<file path="src/rtl/i2c_frame_sequencer.sv">
// Sweeps the command frames of up to NUM_BOARDS arm boards through an i2c_master, in 3-byte chunks, retrying on NACK.
// Compile option SEQ_ANGLE_READ_EN appends a read of the elbow angle sensor to every sweep.
module i2c_frame_sequencer #(
  parameter int NUM_BOARDS  = 4,
  parameter int FRAME_BITS  = 88,
  parameter int MAX_RETRIES = 2
) (
  input  logic                             clock,
  input  logic                             reset,
  input  logic                             start,
  input  logic [NUM_BOARDS-1:0]            board_enable,
  input  logic [7*NUM_BOARDS-1:0]          board_device_id,
  input  logic [FRAME_BITS*NUM_BOARDS-1:0] command_frames,
  input  logic [6:0]                       angle_device_id,
  output logic                             i2c_ena,
  output logic                             i2c_rw,
  output logic [6:0]                       i2c_addr,
  output logic [31:0]                      i2c_data_wr,
  output logic [7:0]                       i2c_number_of_bytes,
  input  logic                             i2c_busy,
  input  logic                             i2c_ack_error,
  input  logic [7:0]                       i2c_byte_counter,
  input  logic [31:0]                      i2c_data_rd,
  output logic                             done,
  output logic [NUM_BOARDS-1:0]            error_flags,
  output logic [11:0]                      angle,
  output logic                             angle_valid,
  output logic [15:0]                      txn_count,
  output logic [15:0]                      err_count
);

  localparam int CHUNKS = (FRAME_BITS + 23) / 24;
  localparam int PADW   = CHUNKS * 24;
  localparam int BW     = $clog2(NUM_BOARDS + 1);
  localparam int IW     = (NUM_BOARDS > 1) ? $clog2(NUM_BOARDS) : 1;
  localparam int CW     = (CHUNKS > 1) ? $clog2(CHUNKS) : 1;

  typedef enum logic [2:0] {
    S_IDLE, S_SELECT, S_ISSUE, S_WAIT, S_CHECK,
`ifdef SEQ_ANGLE_READ_EN
    S_ANGLE_ISSUE, S_ANGLE_WAIT,
`endif
    S_FINISH
  } state_t;

  state_t state_q, state_d;

  logic [BW-1:0]         board_q;
  logic [CW-1:0]         chunk_q;
  logic [7:0]            retries_q;
  logic [NUM_BOARDS-1:0] en_q;
  logic [6:0]            id_q    [NUM_BOARDS];
  logic [PADW-1:0]       frame_q [NUM_BOARDS];

  logic [IW-1:0] bsel;
  logic          sweep_end, board_on, last_chunk, retry_ok, xfer_done, drop_ena;
  logic [23:0]   chunk_data;
  logic          unused_ok;

  assign bsel       = board_q[IW-1:0];
  assign sweep_end  = (board_q == BW'(NUM_BOARDS));
  assign board_on   = !sweep_end && en_q[bsel];
  assign last_chunk = (chunk_q == CW'(CHUNKS - 1));
  assign retry_ok   = (retries_q < 8'(MAX_RETRIES));
  assign xfer_done  = !i2c_busy && !i2c_ena;
  assign drop_ena   = i2c_ena && (i2c_byte_counter >= i2c_number_of_bytes);
  assign chunk_data = 24'(frame_q[bsel] >> (24 * chunk_q));
  assign unused_ok  = ^{i2c_data_rd, angle_device_id};

  always_ff @(posedge clock or posedge reset) begin
    if (reset) state_q <= S_IDLE;
    else       state_q <= state_d;
  end

  always_comb begin
    state_d = state_q;
    case (state_q)
      S_IDLE:   if (start) state_d = S_SELECT;
      S_SELECT: begin
        if (sweep_end) begin
`ifdef SEQ_ANGLE_READ_EN
          state_d = S_ANGLE_ISSUE;
`else
          state_d = S_FINISH;
`endif
        end else if (board_on) begin
          state_d = S_ISSUE;
        end
      end
      S_ISSUE:  state_d = S_WAIT;
      S_WAIT:   if (xfer_done) state_d = S_CHECK;
      S_CHECK:  state_d = S_SELECT;
`ifdef SEQ_ANGLE_READ_EN
      S_ANGLE_ISSUE: state_d = S_ANGLE_WAIT;
      S_ANGLE_WAIT:  if (xfer_done) state_d = S_FINISH;
`endif
      S_FINISH: state_d = S_IDLE;
      default:  state_d = S_IDLE;
    endcase
  end

  // Inputs are captured once per sweep so callers may change them mid-sweep
  always_ff @(posedge clock) begin
    if (state_q == S_IDLE && start) begin
      en_q <= board_enable;
      for (int b = 0; b < NUM_BOARDS; b++) begin
        id_q[b]    <= board_device_id[7*b +: 7];
        frame_q[b] <= PADW'(command_frames[FRAME_BITS*b +: FRAME_BITS]);
      end
    end
  end

  always_ff @(posedge clock or posedge reset) begin
    if (reset) begin
      board_q             <= '0;
      chunk_q             <= '0;
      retries_q           <= '0;
      i2c_ena             <= 1'b0;
      i2c_rw              <= 1'b0;
      i2c_addr            <= '0;
      i2c_data_wr         <= '0;
      i2c_number_of_bytes <= '0;
      done                <= 1'b1;
      error_flags         <= '0;
      txn_count           <= '0;
      err_count           <= '0;
`ifdef SEQ_ANGLE_READ_EN
      angle               <= '0;
      angle_valid         <= 1'b0;
`endif
    end else begin
`ifdef SEQ_ANGLE_READ_EN
      angle_valid <= 1'b0;
`endif
      case (state_q)
        S_IDLE: if (start) begin
          done        <= 1'b0;
          error_flags <= '0;
          board_q     <= '0;
          chunk_q     <= '0;
          retries_q   <= '0;
        end
        S_SELECT: begin
          if (sweep_end) begin
`ifdef SEQ_ANGLE_READ_EN
            i2c_rw              <= 1'b1;
            i2c_addr            <= angle_device_id;
            i2c_data_wr         <= {8'h20, 24'h0};
            i2c_number_of_bytes <= 8'd3;
            i2c_ena             <= 1'b1;
`else
            done                <= 1'b1;
`endif
          end else if (board_on) begin
            i2c_rw              <= 1'b0;
            i2c_addr            <= id_q[bsel];
            i2c_data_wr         <= {8'(chunk_q) + 8'd1, chunk_data};
            i2c_number_of_bytes <= 8'd3;
            i2c_ena             <= 1'b1;
          end else begin
            board_q <= board_q + 1'b1;
          end
        end
        S_WAIT: if (drop_ena) i2c_ena <= 1'b0;
        S_CHECK: begin
          if (!i2c_ack_error) begin
            txn_count <= txn_count + 16'd1;
            retries_q <= '0;
            chunk_q   <= last_chunk ? '0 : chunk_q + 1'b1;
            if (last_chunk) board_q <= board_q + 1'b1;
          end else begin
            err_count <= err_count + 16'd1;
            if (retry_ok) begin
              retries_q <= retries_q + 8'd1;
            end else begin
              // give up on this board entirely and move on
              error_flags[bsel] <= 1'b1;
              retries_q         <= '0;
              chunk_q           <= '0;
              board_q           <= board_q + 1'b1;
            end
          end
        end
`ifdef SEQ_ANGLE_READ_EN
        S_ANGLE_WAIT: begin
          if (drop_ena) i2c_ena <= 1'b0;
          if (xfer_done) begin
            done <= 1'b1;
            if (!i2c_ack_error) begin
              angle       <= i2c_data_rd[27:16];
              angle_valid <= 1'b1;
            end else begin
              err_count <= err_count + 16'd1;
            end
          end
        end
`endif
        default: ;
      endcase
    end
  end

`ifndef SEQ_ANGLE_READ_EN
  assign angle       = '0;
  assign angle_valid = 1'b0;
`endif

endmodule

</file>
<file path="config.mk">
export PLATFORM = sky130hd
export DESIGN_NAME = i2c_frame_sequencer
export DESIGN_NICKNAME = d
export VERILOG_FILES = /design/src/rtl/i2c_frame_sequencer.sv
export SDC_FILE = /design/constraint.sdc
export NUM_CORES = 1
export LEC_CHECK = 0
export ABC_AREA = 1
export CAP_MARGIN = 20
export CORE_MARGIN = 3
export CORE_UTILIZATION = 25
export CTS_BUF_LIST = sky130_fd_sc_hd__clkbuf_8
export DETAILED_ROUTE_END_ITERATION = 8
export PLACE_DENSITY = 0.52
export SYNTH_ARGS = -nofsm -noshare
export SYNTH_HDL_FRONTEND = slang
export SYNTH_SLANG_ARGS = --single-unit
</file>
<file path="constraint.sdc">
create_clock -name clock -period 34.3 [get_ports clock]
set_input_delay 6.86 -clock clock [delete_from_list [all_inputs] [get_ports clock]]
set_output_delay 6.86 -clock clock [all_outputs]
set_load 0.01 [all_outputs]
</file>
======== Word level (Yosys, flattened, before mapping) ========
Memory sizes are Yosys's and may differ from the RTL's. A register that Yosys moved wholly into a read port is not among the register bits.
Index checks and enable logic that the tools add are counted.
operators by class
  equal/unequal tests ..................... 18
  bitwise logic cells ..................... 3
  reductions and logical operators ........ 23
  shift-type cells ........................ 1
  multiply operators ...................... 1
  add/subtract/negate cells ............... 6
  magnitude comparators ................... 4
  mux-type cells .......................... 38
operators with widths
  operator                                             number
  >> shifter 96 x 7 -> 24 bit                          1
  adder 16 x 1 -> 16 bit (second input constant)       2
  2-to-1 mux 3 bit                                     10
  2-to-1 mux 8 bit                                     3
  != test 2 bit (second input constant)                9
  case mux 8 bit (2 select lines)                      1
  case mux 3 bit (5 select lines)                      1
  2-to-1 mux 4 bit                                     3
  AND reduction 3 bit                                  4
  2-to-1 mux 1 bit                                     9
  != test 3 bit (second input constant)                3
  case mux 3 bit (3 select lines)                      1
  adder 8 x 1 -> 8 bit (second input constant)         1
  >= comparator 8 x 2 -> 1 bit                         1
  < comparator 8 x 2 -> 1 bit (second input constant)  1
  2-to-1 mux 2 bit                                     4
  case mux 4 bit (2 select lines)                      1
  AND reduction 4 bit                                  2
  == test 3 x 2 -> 1 bit (second input constant)       2
  == test 3 bit (second input constant)                2
  AND reduction 2 bit                                  3
  AND reduction 6 bit                                  1
  nonzero test 2 bit                                   3
  logical AND 1 bit                                    5
  other kinds (17)                                     21
word-level totals
  bits in writable memories ............... 380
  output and inout bits ................... 99
  register bits after elaboration ......... 91
  memories ................................ 2
  input bits .............................. 436
memory list
  name     words  bits a word  read ports  clocked after memory_dff  wr ports  line  source
  frame_q  4      88           1           0                         4         53    logic [PADW-1:0] frame_q [NUM_BOARDS];
  id_q     4      7            1           1                         4         52    logic [6:0] id_q [NUM_BOARDS];

======== Longest topological paths before layout ========
Gate-level depths: netlist of the first run.
  depth in word-level cells ............... 8
  mapped depth ............................ 13
  depth with buffers taken out ............ 10

======== Worst setup path before layout of the first run ========
OpenSTA, ideal clock, no wires.
  kind .................................... input to register
  start point ............................. in start
  end point ............................... reg retries_q[1]
  arrival ................................. 23.181 ns
  buffers on the path ..................... 0
  path slack .............................. 10.983 ns
  stages .................................. 4
  required time ........................... 34.164 ns
  cells stage by stage .................... inv_1 > nor3_2 > nor2_2 > a22o_1
between the ends
  longest elaborated chain between the ends .. 2
RTL lines
  what                           line  source
  from (decl)                    10    input logic start,
  != test 2 bit (no line)        n/a
  AND reduction 2 bit (no line)  n/a
  to (signal assigned)           174   retries_q <= retries_q + 8'd1;
  to (decl)                      50    logic [7:0] retries_q;
Every way passes these cells.
A chain may end at the register's enable or synchronous reset.

==> metrics.cfg, run 1 <==
[power]
leakage_uw=0.0113
power.total_uw=2050
peakVddDrop_mv=0.0326
power_per_cell_area_mw_per_mm2=73.9

[synth]
synth_area_leaders=edfxtp_1, nand2_1, dfrtp_1, nand3_1, inv_1
synth_top_family_by_area=simple AND/OR/NAND/NOR gates
ys_types=36
synth_top_cell_area_share_pct=56.7
avgSynthCellArea_um2=10.3
synth_mux_area_share_pct=0
syn_inst=1980
synth_area_mm2=0.0203
synth_most_common_cell=nand2_1
yosysSeqAreaShare_pct=67.7
synth-simple-area-share_pct=21.0
async_flop_share_pct=18.8
yosys.area_share.adder_pct=0.616
yosys.area.top_type=edfxtp_1
synth-edff-count=384
synthXorXnorAreaFrac_pct=0.776
synth_seq_cells=473
synth_compound_area_share_pct=2.28
ys_warn_count=0
ys_top_cells_by_count=nand2_1, edfxtp_1, inv_1, nand3_1, nor2_1
synth_ff_type=edfxtp_1

[sta]
period_needed_ns=10.08
slew_viol_final=0
rsz0062_at_grt=no
skew_ns=0.0430
setup-tns-final_ns=0
period_share_pct=29.4
finalHoldViolCount=0
maxSlewHeadroom_pct=29.2
fmax_mhz=99.2
max_slew.worst_pin.slew_ns=1.06
finalSetupViolCount=0

[route]
remaining_drc_errors=0
routed_wl_um=67100
dr.pass1.iters=6
vias=15145
viasPerCell=4.21
wire_per_inst_um=18.7
drt_iter0_drc=881
final_antenna_net_count=0

[cts]
cts_max_level=3
clkTransAtPathRegs_ns=0.06
cts-root-to-sink-buffers=3
cts_setup_buffers=0
cts.sinks=473
cts_tree=done
cts_resized=0
hold_buffers=0
cts-root-buf=clkbuf_8
clk_latency_ns=0.69
cts-buffers-inserted=87

[min_path]
hold_path_class=reg2reg
hp-start=done
hold_end=done
min_delay_path_depth=2

[critical_path]
crit_required_ns=34.60
slowest_delay_ns=0.91
critPathKind=in2reg
reg2reg_depth=6
crit_path_max_fanout=84
cp_slowest_cell=buf_4
end_kind=flop
reg2reg_from=state_q[1]
cp_common_cell=buf_4
r2r_slack_ns=30.39
cp-start-kind=input pin
cp.arrival_ns=10.38
r2r-end=frame_q[0][75]
crit_chain=clkdlybuf4s50_1 -> inv_1 -> nor3_4 -> buf_4 -> buf_4 -> buf_4

[die]
die_y_um=291
dieArea_mm2=0.0848
die_w_um=291
coreArea_mm2=0.0798
std_cell_rows=103
initial_utilization_pct=25.5
pin_count=535

[finish]
syn_to_final_growth_pct=36.2
layout-drive-gt1-share_pct=6.37
finalNonFillerCells=3594
final_net_count=2918

[global_route]
antenna_found_initial=10
grt_pass1_vias=15805
track_usage_pct=15.5
grt_pass1_wl_um=98400
grt_max_degree=161
overflow=0

[placed_design]
dp.cells=3433
place_congestion=0.835
place_hpwl_um=48000
io_buffers=470

[run_status]
outcome=finished, final reports clean

[flow_run]
cap_violations=0

routing by layer:
metal,track usage (%),wire length [um],vias to the layer above
li1,-,-,7380
met1,18.5,26800,7116
met2,26.3,32500,516
met3,4.80,5510,123
met4,5.75,2190,10
met5,0,57,-
where the power goes:
| group | internal, uW | switching (uW) |
|---|---|---|
| registers | 778 | 67.5 |
| logic | 223 | 447 |
| clock network | 279 | 252 |
metrics by stage:
| step | util (%) | setup WS (ns) | area (um2) | hold WS (ns) |
|---|---|---|---|---|
| after floorplan | - | 10.98 | 20400 | 0.437 |
| after global placement | 32.5 | 22.90 | 25900 | 0.456 |
| after detailed placement | 32.6 | 23.44 | 26000 | 0.456 |
| after CTS | 34.7 | 24.22 | 27700 | 0.466 |
| after global routing | 34.7 | 24.00 | 27700 | 0.488 |
| final | 34.7 | 24.22 | 27700 | 0.462 |
cells by family after synthesis:
group,after synthesis
compound gates,88
xor+xnor,18
other cells,1
flops,473
buf+inv,345
fa+ha+maj,10
simple gates,1045
worst max path at each step:
stage                from             end  slack [ns]  cells after the start
CTS                 start  frame_q[0][74]       24.22                      6
global route        start  frame_q[2][82]       24.00                      6
detailed placement  start  frame_q[0][75]       23.44                      6
global placement    start  frame_q[3][75]       22.90                      6
floorplan           start    retries_q[1]       10.98                      4
finish              start  frame_q[0][75]       24.22                      6
final cells by class:
| type | instances | area [um2] |
|---|---|---|
| diodes | 2 | 5.00 |
| multi-input cells | 1186 | 5120 |
| well taps | 1050 | 1310 |
| inverters | 237 | 902 |
| repair buffers | 487 | 4860 |
| fillers | 8091 | 52100 |
| flip-flops and latches | 473 | 13800 |
| clock buffers | 90 | 1240 |
| clock inverters | 69 | 462 |
placed cells by master, fill, tap and decap left out, types with 4 or more instances in the layout:
cell type and n:
nand3_1 207, conb_1 25, bufinv_16 4, clkdlybuf4s50_1 470
clkinv_2 17, nor3_1 11, nand4_1 7, xnor2_1 4
clkbuf_8 90, buf_4 15, nor2_2 7, edfxtp_1 384
nor2_1 206, nand2_1 595, a31oi_1 7, a21oi_1 27
ha_1 10, dfrtp_1 85, xor2_1 14, clkinv_1 17
o21ai_0 49, inv_1 252
state kept, by name, summed over array words and instances, names as in the netlist, 2 cells and up:
register	flops
chunk_q	2
i2c_data_wr	27
txn_count	16
board_q	3
frame_q	352
err_count	16
retries_q	8
error_flags	4
i2c_addr	7
state_q	3
id_q	28
en_q	4
worst max-delay path: cells and delay by family:
kind,cells,cell delay [ns]
and+or+nand+nor,1,0.41
buffers and inverters,5,2.96
(Power assumes the default switching activity.)
==> run 2: changes to the inputs <==
==> constraint.sdc (replaced) <==
create_clock -name clock -period 9.62 [get_ports clock]
set_input_delay 1.924 -clock clock [delete_from_list [all_inputs] [get_ports clock]]
set_output_delay 1.924 -clock clock [all_outputs]
set_load 0.01 [all_outputs]
==> metrics.cfg, run 2 (synthesized netlist as in run 1, its figures left out) <==
[cts]
clk_latency_ns=0.68  ; about the same
cts_resized=0  ; unchanged
cts_tree=done
cts-buffers-inserted=88  ; +1.1%
cts_setup_buffers=0  ; unchanged
clkTransAtPathRegs_ns=0.06  ; about the same
hold_buffers=0  ; unchanged
cts-root-buf=clkbuf_8
cts_max_level=3  ; unchanged
cts.sinks=473  ; unchanged
cts-root-to-sink-buffers=3  ; unchanged

[route]
dr.pass1.iters=7  ; +1
wire_per_inst_um=18.6  ; -0.21%
viasPerCell=4.22  ; +0.25%
final_antenna_net_count=0  ; unchanged
drt_iter0_drc=810  ; -8.1%
routed_wl_um=66900  ; -0.26%
remaining_drc_errors=0  ; unchanged
vias=15175  ; +0.20%

[finish]
final_net_count=2918  ; unchanged
largest_reg_flops=352  ; unchanged
final_util_pct=34.7  ; about the same
regMostFlops=frame_q
finalNonFillerCells=3592  ; -0.056%
fillers=8028  ; -0.78%
final_cell_mix=nand2_1, clkdlybuf4s50_1, edfxtp_1
syn_to_final_growth_pct=36.1  ; about the same
top_regs=frame_q x352, id_q x28, i2c_data_wr x27
layout-drive-gt1-share_pct=6.14  ; -0.23 points
layout_commonest_cell=nand2_1

[critical_path]
cp-start-kind=input pin
crit_start=start
crit_path_max_fanout=168  ; +100%
crit_required_ns=9.90  ; -24.70 ns
critPathKind=in2reg
reg2reg_from=board_q[0]
end_kind=flop
cp.arrival_ns=3.99  ; -6.39 ns
reg2reg_depth=9  ; +3

[global_route]
grt_use_met3_pct=4.50  ; -0.30 points
track_usage_pct=15.4  ; -0.14 points
met1_usage_pct=19.1  ; +0.70 points
grt_pass1_vias=15581  ; -1.4%
grt_max_degree=169  ; +5.0%
met2_usage_pct=25.6  ; -0.67 points
antenna_found_initial=4  ; -6
grt_pass1_wl_um=98000  ; -0.46%
overflow=0  ; unchanged
grt_busiest_layer=met2

[power]
leakage_uw=0.0114  ; +0.17%
peakVddDrop_mv=0.136  ; +320%
power_per_cell_area_mw_per_mm2=263  ; +260%

[run_status]
outcome=finished, final reports clean

[placed_design]
io_buffers=470  ; unchanged
dp.cells=3432  ; -0.029%
place_congestion=0.835  ; +0.11%
place_hpwl_um=47300  ; -1.3%

[sta]
period_needed_ns=3.71
max_slew.worst_pin.slew_ns=1.07  ; +0.0113 ns
period_share_pct=38.5
maxSlewHeadroom_pct=28.5  ; -0.76 points
fmax_mhz=270
skew_ns=0.0508  ; +0.00782 ns
finalSetupViolCount=0  ; unchanged
slew_viol_final=0  ; unchanged
rsz0062_at_grt=no
finalHoldViolCount=0  ; unchanged

[die]
coreArea_mm2=0.0798  ; unchanged
die_w_um=291  ; unchanged
initial_utilization_pct=25.5  ; unchanged
dieArea_mm2=0.0848  ; unchanged
pin_count=535  ; unchanged
die_y_um=291  ; unchanged
std_cell_rows=103  ; unchanged

[min_path]
hp-start=done
min_delay_path_depth=2  ; unchanged
hold_path_class=reg2reg

[flow_run]
cap_violations=0  ; unchanged

==> run 2: changes by cell type in the layout (fill, tap and decap cells not counted), moves of 2 or more <==
cell / delta
clkinv_2: -6
clkinv_1: -5
clkinvlp_4: -2
inv_1: +8
==> run 2: power breakdown <==
| part | leakage, uW | internal, uW | switching, uW | total (uW) |
|---|---|---|---|---|
| sequential | 0.00462 | 2770 | 259 | 3030 |
| clock | 0.000986 | 997 | 884 | 1880 |
| combinational | 0.00577 | 794 | 1570 | 2360 |
| total | 0.0114 | 4560 | 2710 | 7280 |
==> run 2: routing by layer <==
layer  vias to the layer above  routed length (um)
li1                       7382                   -
met1                      7176               28200
met2                       506               32100
met3                       111                4840
met4                         0                1750
met5                         -                   0
==> run 2: final cells by class <==
cell class | instances | area (um2) | share of cell area, %
Antenna cell | 3 | 7.51 | 0.0271
Clock buffer | 91 | 1250 | 4.53
Clock inverter | 66 | 440 | 1.59
Inverter | 237 | 902 | 3.26
Multi-Input combinational cell | 1186 | 5120 | 18.5
Sequential cell | 473 | 13800 | 49.8
Tap cell | 1050 | 1310 | 4.75
Timing Repair Buffer | 486 | 4850 | 17.5
==> run 2: worst max-delay path, cell delays in order <==
cell,delay (ns)
clkdlybuf4s50_1,0.51
inv_2,0.07
nor3_4,0.15
buf_4,0.42
buf_12,0.55
==> run 2: stage by stage <==
stage | setup WS (ns) | hold slack [ns] | area, um2 | total power [uW] | TNS, ns
3_3_place_gp | 5.32 | 0.450 | 26000 | 5480 | 0
2_1_floorplan | -2.29 | 0.434 | 20400 | 4480 | -742.72
6_report | 5.91 | 0.460 | 27700 | 7280 | 0
3_5_place_dp | 5.27 | 0.451 | 26000 | 5520 | 0
4_1_cts | 5.85 | 0.463 | 27600 | 7460 | 0
5_1_grt | 5.78 | 0.482 | 27700 | 7800 | 0
==> run 2: final timing paths <==
path / to / slack, ns
max: frame_q[3][81] / 5.91
min: done / 0.46
max reg2reg: i2c_data_wr[6] / 6.15
min reg2reg: done / 0.46
max in group asynchronous: board_q[0] / 6.68
min in group asynchronous: i2c_data_wr[11] / 1.63
==> run 3: changes to the inputs <==
--- a/config.mk
+++ b/config.mk
@@ -11,7 +11,7 @@
 export CORE_UTILIZATION = 25
 export CTS_BUF_LIST = sky130_fd_sc_hd__clkbuf_8
 export DETAILED_ROUTE_END_ITERATION = 8
-export PLACE_DENSITY = 0.52
+export PLACE_DENSITY = 0.53
 export SYNTH_ARGS = -nofsm -noshare
 export SYNTH_HDL_FRONTEND = slang
 export SYNTH_SLANG_ARGS = --single-unit
==> constraint.sdc (replaced) <==
create_clock -name clock -period 3.3 [get_ports clock]
set_input_delay 0.66 -clock clock [delete_from_list [all_inputs] [get_ports clock]]
set_output_delay 0.66 -clock clock [all_outputs]
set_load 0.01 [all_outputs]
==> metrics.cfg, run 3 (synthesized netlist as in run 1, its figures left out) <==
[power]
leakage_uw=0.0115  ; +1.6%
peakVddDrop_mv=0.347  ; +150%
power_per_cell_area_mw_per_mm2=784  ; +200%
power.total_uw=22000  ; +200%

[cts]
cts-buffers-inserted=89  ; +1.1%
cts-root-buf=clkbuf_8
clkTransAtPathRegs_ns=0.06  ; about the same
cts_tree=done
cts_setup_buffers=0  ; unchanged
hold_buffers=0  ; unchanged
cts-root-to-sink-buffers=3  ; unchanged
cts.sinks=473  ; unchanged
clk_latency_ns=0.67  ; about the same
cts_max_level=3  ; unchanged
cts_resized=0  ; unchanged

[sta]
slew_viol_final=0  ; unchanged
fmax_mhz=409
finalSetupViolCount=0  ; unchanged
max_slew.worst_pin.slew_ns=0.889  ; -0.184 ns
period_share_pct=74.0
finalHoldViolCount=0  ; unchanged
period_needed_ns=2.44
skew_ns=0.0416  ; -0.00923 ns
maxSlewHeadroom_pct=40.7  ; +12 points
rsz0062_at_grt=no

[critical_path]
cp-start-kind=flop
cp_slowest_cell=clkdlybuf4s50_1
crit_required_ns=2.64  ; -7.26 ns
cp.arrival_ns=1.78  ; -2.21 ns
crit_chain=clkdlybuf4s50_1
critPathTopFamily=buffers and inverters
crit_path_max_fanout=7  ; -96%
critPathKind=reg2out
slowest_delay_ns=0.60  ; +0.05 ns
end_kind=primary output
crit_buf_inv=1  ; -3

[die]
initial_utilization_pct=25.5  ; unchanged
die_y_um=291  ; unchanged
die_w_um=291  ; unchanged
dieArea_mm2=0.0848  ; unchanged
pin_count=535  ; unchanged
std_cell_rows=103  ; unchanged
coreArea_mm2=0.0798  ; unchanged

[placed_design]
place_congestion=0.823  ; -1.5%
io_buffers=470  ; unchanged
place_hpwl_um=48800  ; +3.1%

[flow_run]
cap_violations=0  ; unchanged

[route]
viasPerCell=4.20  ; -0.56%
wire_per_inst_um=18.4  ; -1.1%
dr.pass1.iters=5  ; -2
final_antenna_net_count=0  ; unchanged
remaining_drc_errors=0  ; unchanged
drt_iter0_drc=800  ; -1.2%
vias=15225  ; +0.33%
routed_wl_um=66800  ; -0.20%

[global_route]
met2_usage_pct=25.9  ; +0.30 points
grt_max_degree=112  ; -34%
overflow=0  ; unchanged
grt_pass1_wl_um=97500  ; -0.49%
met1_usage_pct=18.8  ; -0.36 points
grt_use_met3_pct=4.52  ; +0.023 points
grt_pass1_vias=15641  ; +0.39%
track_usage_pct=15.4  ; +0.022 points
grt_busiest_layer=met2
antenna_found_initial=5  ; +1

[finish]
syn_to_final_growth_pct=38.3
largest_reg_flops=352  ; unchanged
final_net_count=2939  ; +0.72%
final_cell_mix=nand2_1, clkdlybuf4s50_1, edfxtp_1
layout_commonest_cell=nand2_1
regMostFlops=frame_q
top_regs=frame_q x352, id_q x28, i2c_data_wr x27
layout-drive-gt1-share_pct=7.82  ; +1.7 points
final_util_pct=35.2  ; +0.56 points

[run_status]
outcome=finished, final reports clean

[min_path]
hold_path_class=reg2reg

[run 3: metal layers]
layer | up-vias | share of wire (%)
met5 | - | 0.019
met4 | 2 | 2.8
met3 | 99 | 7.3
met2 | 491 | 49
met1 | 7211 | 41
li1 | 7422 | -
[run 3: path summary, 6_finish.rpt]
path | startpoint | to | depth (start not counted) | slack (ns)
max reg2reg | board_q[0] | i2c_data_wr[3] | 9 | 0.90
min reg2reg | retries_q[6] | retries_q[6] | 2 | 0.46
max in group asynchronous | reset | txn_count[3] | 3 | 2.05
min | retries_q[6] | retries_q[6] | 2 | 0.46
min in group asynchronous | reset | i2c_data_wr[11] | 2 | 0.47
max | txn_count[0] | txn_count[0] | 1 | 0.86
[run 3: power breakdown]
group	leakage [uW]	total, uW	internal [uW]	switching [uW]
registers	0.00462	8660	8070	590
logic	0.00588	7300	2460	4840
clock network	0.00105	6070	3410	2660
[run 3: stage by stage]
stage / worst slack (ns) / cells / setup TNS (ns) / hold WS, ns / instance area, um2
4_1_cts: 0.760 / 3619 / 0 / 0.393 / 28100
5_1_grt: 0.744 / 3622 / 0 / 0.461 / 28100
3_3_place_gp: 0.772 / 3452 / 0 / 0.448 / 26200
6_report: 0.857 / 3624 / 0 / 0.465 / 28100
3_5_place_dp: 0.766 / 3452 / 0 / 0.452 / 26200
2_1_floorplan: -7.34 / 2004 / -2760.06 / 0.434 / 20400
[run 3: layout make-up]
type,instances,area [um2]
repair buffers,506,5050
multi-input cells,1186,5120
clock inverters,66,543
flip-flops and latches,473,13800
well taps,1050,1310
fillers,8006,51700
clock buffers,101,1390
inverters,237,902
diodes,5,12.5
